## src/rtl/sdpb_fifo_ctrl.sv

```systemverilog
// sdpb_fifo_ctrl: first-word-fall-through FIFO controller wrapped around a
// 4096x16 simple dual-port block RAM with a 1-cycle registered read.
// Writes go straight to RAM port A; reads are issued on port B ahead of
// demand and land in a 2-entry output buffer whose head drives m_data.
module sdpb_fifo_ctrl #(
  parameter int unsigned DATA_W       = 16,
  parameter int unsigned ADDR_W       = 12,
  parameter int unsigned AFULL_THRESH = 4032
) (
  input  logic              clk,
  input  logic              reset,
  input  logic              flush,
  input  logic              s_valid,
  output logic              s_ready,
  input  logic [DATA_W-1:0] s_data,
  output logic              m_valid,
  input  logic              m_ready,
  output logic [DATA_W-1:0] m_data,
  output logic [ADDR_W+1:0] count,
  output logic              full,
  output logic              almost_full,
  output logic              ram_cea,
  output logic [ADDR_W-1:0] ram_ada,
  output logic [DATA_W-1:0] ram_din,
  output logic              ram_ceb,
  output logic [ADDR_W-1:0] ram_adb,
  output logic              ram_oce,
  output logic              ram_reset,
  input  logic [DATA_W-1:0] ram_dout
);

  localparam logic [ADDR_W:0]   RAM_DEPTH = {1'b1, {ADDR_W{1'b0}}};
  localparam logic [ADDR_W+1:0] AFULL_LVL = (ADDR_W+2)'(AFULL_THRESH);
  localparam logic [ADDR_W-1:0] PTR_ONE   = ADDR_W'(1);
  localparam logic [ADDR_W:0]   RCNT_ONE  = (ADDR_W+1)'(1);
  localparam logic [ADDR_W+1:0] CNT_ONE   = (ADDR_W+2)'(1);

  logic [ADDR_W-1:0] wr_ptr_q, wr_ptr_d;
  logic [ADDR_W-1:0] rd_ptr_q, rd_ptr_d;
  logic [ADDR_W:0]   ram_cnt_q, ram_cnt_d;
  logic [ADDR_W+1:0] count_q, count_d;
  logic              rd_pend_q, rd_pend_d;
  logic [1:0]        obuf_cnt_q, obuf_cnt_d;
  logic [DATA_W-1:0] obuf0_q, obuf0_d;
  logic [DATA_W-1:0] obuf1_q, obuf1_d;

  logic       clr;
  logic       accept;
  logic       pop;
  logic       issue;
  logic [2:0] committed;

  assign clr     = reset | flush;
  assign s_ready = (ram_cnt_q < RAM_DEPTH) & ~clr;
  assign accept  = s_valid & s_ready;
  assign m_valid = (obuf_cnt_q != 2'd0);
  assign pop     = m_valid & m_ready;

  // Output slots already owed (buffered + in flight) once this cycle's pop leaves.
  assign committed = {1'b0, obuf_cnt_q} + {2'b00, rd_pend_q} - {2'b00, pop};
  assign issue     = ~clr & (ram_cnt_q != '0) & (committed < 3'd2);

  assign ram_cea     = accept;
  assign ram_ada     = wr_ptr_q;
  assign ram_din     = s_data;
  assign ram_ceb     = issue;
  assign ram_adb     = rd_ptr_q;
  assign ram_oce     = 1'b1;
  assign ram_reset   = clr;
  assign m_data      = obuf0_q;
  assign count       = count_q;
  assign full        = ~s_ready & ~reset;
  assign almost_full = (count_q >= AFULL_LVL);

  // Next-state for pointers, occupancy counters and the output buffer.
  always_comb begin
    wr_ptr_d   = wr_ptr_q;
    rd_ptr_d   = rd_ptr_q;
    ram_cnt_d  = ram_cnt_q;
    count_d    = count_q;
    rd_pend_d  = issue;
    obuf_cnt_d = obuf_cnt_q;
    obuf0_d    = obuf0_q;
    obuf1_d    = obuf1_q;

    if (accept) wr_ptr_d = wr_ptr_q + PTR_ONE;
    if (issue)  rd_ptr_d = rd_ptr_q + PTR_ONE;

    case ({accept, issue})
      2'b10:   ram_cnt_d = ram_cnt_q + RCNT_ONE;
      2'b01:   ram_cnt_d = ram_cnt_q - RCNT_ONE;
      default: ram_cnt_d = ram_cnt_q;
    endcase

    case ({accept, pop})
      2'b10:   count_d = count_q + CNT_ONE;
      2'b01:   count_d = count_q - CNT_ONE;
      default: count_d = count_q;
    endcase

    // Pop shifts the tail into the head first; the captured word then lands
    // in the first free slot, so a same-cycle pop and capture keep order.
    if (pop) begin
      obuf0_d    = obuf1_q;
      obuf_cnt_d = obuf_cnt_q - 2'd1;
    end
    if (rd_pend_q) begin
      if (obuf_cnt_d == 2'd0) obuf0_d = ram_dout;
      else                    obuf1_d = ram_dout;
      obuf_cnt_d = obuf_cnt_d + 2'd1;
    end
  end

  // State registers; reset and flush discard everything, including a read in flight.
  always_ff @(posedge clk) begin
    if (clr) begin
      wr_ptr_q   <= '0;
      rd_ptr_q   <= '0;
      ram_cnt_q  <= '0;
      count_q    <= '0;
      rd_pend_q  <= 1'b0;
      obuf_cnt_q <= '0;
      obuf0_q    <= '0;
      obuf1_q    <= '0;
    end else begin
      wr_ptr_q   <= wr_ptr_d;
      rd_ptr_q   <= rd_ptr_d;
      ram_cnt_q  <= ram_cnt_d;
      count_q    <= count_d;
      rd_pend_q  <= rd_pend_d;
      obuf_cnt_q <= obuf_cnt_d;
      obuf0_q    <= obuf0_d;
      obuf1_q    <= obuf1_d;
    end
  end

endmodule

```

## config.mk

```make
export PLATFORM = sky130hd
export DESIGN_NAME = sdpb_fifo_ctrl
export DESIGN_NICKNAME = d
export VERILOG_FILES = /design/src/rtl/sdpb_fifo_ctrl.sv
export SDC_FILE = /design/constraint.sdc
export NUM_CORES = 1
export LEC_CHECK = 0
export BUFFER_PORTS_ARGS = -buffer_cell sky130_fd_sc_hd__clkbuf_2
export CAP_MARGIN = 10
export CORE_MARGIN = 2
export CORE_UTILIZATION = 54
export DETAILED_ROUTE_END_ITERATION = 7
export PLACE_DENSITY_LB_ADDON = 0.08
export SETUP_SLACK_MARGIN = 0.4
export SLEW_MARGIN = 20
export SYNTH_ARGS = -nofsm -noshare
export SYNTH_HDL_FRONTEND = slang
export SYNTH_SLANG_ARGS = --single-unit
```

## constraint.sdc

```tcl
create_clock -name clk -period 6.5 [get_ports clk]
set_input_delay 0.65 -clock clk [delete_from_list [all_inputs] [get_ports clk]]
set_output_delay 0.65 -clock clk [all_outputs]
set_load 0.01 [all_outputs]
```

; After elaboration in Yosys (flattened, before gate mapping)
; Index checks and enable logic that the tools add are counted.
[totals]
regBits = 86
[op_classes]
muxes = 7
n_reduce_logical = 6
n_addsub = 10
n_bitwise = 11
eq_ne = 4
magnitude_cmp = 3
[op_table]
columns = cell, count
row1 = $mux 16, 3
row2 = $pmux 14 s2, 1
row3 = $pmux 13 s2, 1
row4 = $add 12x1->12 const B, 2
row5 = $add 14x1->14 const B, 1
row6 = $ge 14x12->1 const B, 1
row7 = $sub 14x1->14 const B, 1
row8 = $add 13x1->13 const B, 1
row9 = $lt 13x13->1 const B, 1
row10 = $reduce_bool 13->1, 1
row11 = $sub 13x1->13 const B, 1
row12 = $and 1x1->1, 6
row13 = $reduce_bool 2->1, 3
row14 = $eq 2x1->1 const B, 2
row15 = $eq 2x2->1 const B, 2
row16 = $mux 2, 2
row17 = $not 1->1, 4
row18 = $add 2x1->3, 1
row19 = $lt 3x2->1 const B, 1
row20 = $sub 3x1->3, 1
row21 = $add 2x1->2 const B, 1
row22 = $logic_not 2->1, 1
row23 = $reduce_and 2->1, 1
row24 = $sub 2x1->2 const B, 1
row25 = $or 1x1->1, 1

; Longest topological paths before layout
[logic_depth]
word_depth = 7
depth_mapped = 23

; Worst setup path after synthesis
; OpenSTA, ideal clock, no wires.
[synth_path]
kind = input to register
from = input m_ready
to = register ram_cnt_q[12]
arrival_ps = 4662
stages = 21
setup_ps = 72
slack_ps = 1767
required_ps = 6428
path_cell_list = nand2b_1 -> buf_2 -> buf_2 -> inv_1 -> ha_1 -> inv_1 -> ha_1 -> inv_1 -> fa_1 -> xnor2_1 -> and3_1 -> and2_1 -> buf_2 -> ha_1 -> ha_1 -> a211oi_2 -> o21ai_1 -> a31oi_1 -> o21ai_1 -> mux2i_1 -> mux2i_1
[synth_via]
elab_chain_len = 6
elab_cells_between_ends = 8
cone_classes = add/sub (1) / order compare (1) / eq/ne (2) / mux (1) / bitwise (2) / reduce/logical (1)
[synth_rtl]
columns = item, line
row1 = start: declaration, 17  ; input logic m_ready,
row2 = $and 1x1->1 *, 57  ; assign pop = m_valid & m_ready;
row3 = $sub 3x1->3 *, 60  ; assign committed = {1'b0, obuf_cnt_q} + {2'b00, rd_pend_q} - {2'b00, pop};
row4 = $lt 3x2->1 *, 61  ; assign issue = ~clr & (ram_cnt_q != '0) & (committed < 3'd2);
row5 = $and 1x1->1 *, 61
row6 = via ram_ceb, 25  ; output logic ram_ceb,
row7 = $eq 2x1->1 / $eq 2x2->1 (equally long branches), 89  ; case ({accept, issue})
row8 = $pmux 13 s2 / $reduce_bool 2->1 (equally long branches), n/a
row9 = end signal: assignment, 128  ; ram_cnt_q <= ram_cnt_d;
row10 = end: declaration, 40  ; logic [ADDR_W:0] ram_cnt_q, ram_cnt_d;
; The timed path passes the listed nets; every way through them passes the cells marked *.
; A chain may end at the register's enable or synchronous reset.

; Worst setup path after layout
[layout_path]
from = register obuf_cnt_q[1]
to = register ram_cnt_q[12]
[layout_via]
elab_chain_len = 7
elab_cells_between_ends = 10
cone_classes = add/sub (2) / order compare (1) / eq/ne (2) / mux (1) / bitwise (2) / reduce/logical (2)
[layout_rtl]
columns = item, line
row1 = start: declaration, 43  ; logic [1:0] obuf_cnt_q, obuf_cnt_d;
row2 = start signal: assignment, 131  ; obuf_cnt_q <= obuf_cnt_d;
row3 = "parallel branches: the longest is 2 deep, another holds $add 2x1->3", n/a
row4 = $sub 3x1->3 *, 60
row5 = $lt 3x2->1 *, 61
row6 = $and 1x1->1 *, 61
row7 = $eq 2x1->1 / $eq 2x2->1 (equally long branches), 89
row8 = $pmux 13 s2 / $reduce_bool 2->1 (equally long branches), n/a
; Every way passes the cells marked *.

==> summary.txt <==
Min path
  – Hold Crit Depth: 2
  – HP Start: obuf1_q[11]
  – Min-Delay Path Class: reg2reg
  – Worst Hold End: obuf1_q[11]

Detailed routing
  – Post-route antenna net violation count: 0
  – Drt first pass iters: 4
  – Vias per std cell: 5.486
  – Avg WL per Cell: 13.71 um
  – DR iter-0 viols: 135
  – Residual DRC: 0
  – Vias: 4016
  – Detailed Route WL: 10030 um

GRT
  – Remaining global-route overflow: 0
  – Largest net degree at the start of global routing: 79
  – Initial antenna violation count: 0
  – First-pass GRT wire length: 16860 um
  – Total track usage: 21.03%
  – Number of global-route vias before repair: 3742

Die
  – Chip Height: 97.74 um
  – Rows: 34
  – Initial Utilization: 54.94%
  – Core area: 8636 um^2
  – Die W: 97.74 um
  – Die ar.: 9552 um^2
  – # IOs: 115

Worst setup path
  – Crit-path max cell delay: 580 ps
  – WP data required: 6780 ps
  – R2R cell count: 21
  – Slowest CP cell: ha_1
  – Crit path max fanout: 19
  – Worst reg2reg setup slack: 1400 ps
  – CP Launch Point: obuf_cnt_q[1]
  – CP endpoint kind: register
  – CP Class: reg2reg
  – CP dominant cell by count: ha_1
  – Buf+Inv Stages, Crit Path: 5
  – Worst R2R Start: obuf_cnt_q[1]
  – Crit path DAT: 5390 ps
  – CP startpoint kind: register
  – Crit-path leading delay family: adder cells
  – CP cell instances: inv_1 > ha_1 > nand2b_1 > buf_4 > inv_1 > ha_1 > inv_1 > ha_1 > inv_1 > fa_1 > xnor2_1 > and3_1 > and2_1 > ha_1 > ha_1 > a211oi_2 > o21ai_1 > a31oi_1 > o21ai_1 > mux2i_1 > mux2i_1
  – RR Endpoint: ram_cnt_q[12]

Clock tree
  – Root Driver: clkbuf_8
  – CTS Buffer Depth: 2
  – Htree depth: 3
  – CTS Buf Count: 9
  – Post-CTS Setup Bufs: 0
  – Clk_lat worst skew: 360 ps
  – TritonCTS clock tree: done
  – # hold bufs at CTS: 0
  – CTS sink cnt: 86
  – CTS resizes: 0
  – CTS clock-pin slew for the worst setup and hold paths: 90 ps

Synth
  – Top-count cell post-synth: dfxtp_1
  – Top-area cell type share of the netlist area: 36.29%
  – Syn nets: 636
  – Synth area leaders: dfxtp_1 (36%), ha_1 (8.2%), mux2i_1 (5.5%)
  – Synthesized netlist cell count: 565
  – Sequential area share after synthesis: 36.29%
  – Synth Warn #: 0
  – Avg Inst Size Synth: 8.397 um^2
  – Count of cell types in the netlist: 53
  – Area leader, netlist: dfxtp_1
  – Ys async rst share: 0%
  – Post-synth EDFFs: 0
  – Yosys reg bits: 86
  – Synth Flop Type: dfxtp_1
  – Commonest cells post-synth: dfxtp_1 (86), nor2_1 (68), nand2_1 (59)
  – Cell Area, Synth: 4745 um^2

STA
  – Post-Route Skew: 9.804 ps
  – Actual slew at the worst max-slew pin: 1028 ps
  – Hold Violations, Final: 0
  – Fmax: 195.9 MHz
  – Slew margin rel.: 31.32%
  – Final period utilization: 78.53%
  – Final TNS setup: 0 ps
  – Final count of pins violating max slew: 0
  – Final Critical Period: 5105 ps
  – RSZ-0062 raised after global routing: false
  – Final setup fails: 0

Job
  – Maxcap violations: 0

Place
  – Dpl cells: 716
  – IO Port Bufs: 81
  – Final HPWL DP: 6950 um
  – GP Congestion: 0.8540
  – Placed inst area: 5080 um^2

Cells and area
  – Finished Layout Cells: 732
  – Finished Cell Area: 5251 um^2
  – Ratio of cells with drive above 1 in the final layout: 17.79%
  – Ant. Diodes: 0
  – P&R area growth vs syn: 10.68%
  – Fillcell total: 817
  – Nets: 690

Power
  – Max IR drop VDD: 0.1025 mV
  – Leakage: 2.337 nW
  – Power Dens Cells: 173.6 nW/um^2

Run status
  – Status: finished, final reports clean
[cell type report]
cell class	count	area (um^2)	area share (%)
Sequential cell	86	1722	32.79
Timing Repair Buffer	84	427.9	8.149
Clock inverter	6	43.79	0.8339
Inverter	19	72.57	1.382
Multi-Input combinational cell	419	2723	51.85
Clock buffer	10	127.6	2.430
Tap cell	108	135.1	2.573
[where the power goes]
group	switching, mW	leakage [nW]	internal, mW
logic	0.0281	1.56	0.0138
registers	0.00170	0.693	0.528
clock network	0.199	0.0870	0.141
total	0.229	2.34	0.683
[per-layer routing]
layer	GRT usage, %	part of all wire [%]	vias to the layer above
li1	-	-	2061
met1	27.40	49	1864
met2	35.33	46	79
met3	3.579	4.2	12
met4	7.585	1.1	0
met5	0	0	-
[state kept, by name, indices dropped and copies added, names as in the netlist]
| signal | count |
|---|---|
| obuf_cnt_q | 2 |
| m_data | 16 |
| rd_pend_q | 1 |
| ram_adb | 12 |
| obuf1_q | 16 |
| count | 14 |
| ram_ada | 12 |
| ram_cnt_q | 13 |
[layout by cell type (no fill, tap or decap), types with 9 or more instances in the layout]
cell,count
dfxtp_1,86
clkbuf_2,81
nor2_1,68
nand2_1,59
a21oi_1,45
ha_1,31
mux2i_1,26
a211oi_1,21
o21ai_0,20
xnor2_1,18
inv_1,16
xor2_1,16
nand3_1,15
nand4_1,11
nor3_1,9
clkbuf_8,9
[worst register-to-register path, stage by stage (launching register included)]
cell and delay (ps):
dfxtp_1 370, inv_1 70, ha_1 150, nand2b_1 100
buf_4 300, inv_1 120, ha_1 310, inv_1 60
ha_1 130, inv_1 50, fa_1 370, xnor2_1 150
and3_1 230, and2_1 310, ha_1 580, ha_1 400
a211oi_2 320, o21ai_1 120, a31oi_1 330, o21ai_1 150
mux2i_1 200, mux2i_1 210
[metrics by stage]
step / setup slack [ps] / total power [mW] / hold WS (ps) / utilization, %
6_report: 1395 / 0.9115 / 459.4 / 60.81
5_1_grt: 1053 / 0.9499 / 478.6 / 60.81
4_1_cts: 1434 / 0.9234 / 459.6 / 60.81
3_5_place_dp: 1305 / 0.5842 / 446.0 / 58.82
3_3_place_gp: 1499 / 0.5835 / 440.6 / 58.82
2_1_floorplan: 1767 / 0.5781 / 435.7 / -
[worst max path at each step]
stage,end,depth (start not counted)
floorplan,ram_cnt_q[12],21
global placement,ram_cnt_q[12],20
detailed placement,ram_cnt_q[12],20
CTS,ram_cnt_q[12],21
global route,ram_cnt_q[12],21
finish,ram_cnt_q[12],21
[kinds of logic after synthesis]
| kind of cell | after synthesis | synth area share, % |
|---|---|---|
| and+or+nand+nor | 200 | 19.99 |
| AOI/OAI and AO/OA | 124 | 16.11 |
| DFF | 86 | 36.29 |
| buffers and inverters | 60 | 6.329 |
| adders and majority gates | 34 | 9.441 |
| xor gates and xnor gates | 34 | 6.276 |
| muxes | 26 | 5.485 |
| other | 1 | 0.07904 |
Power figures use the tool's default switching activity.
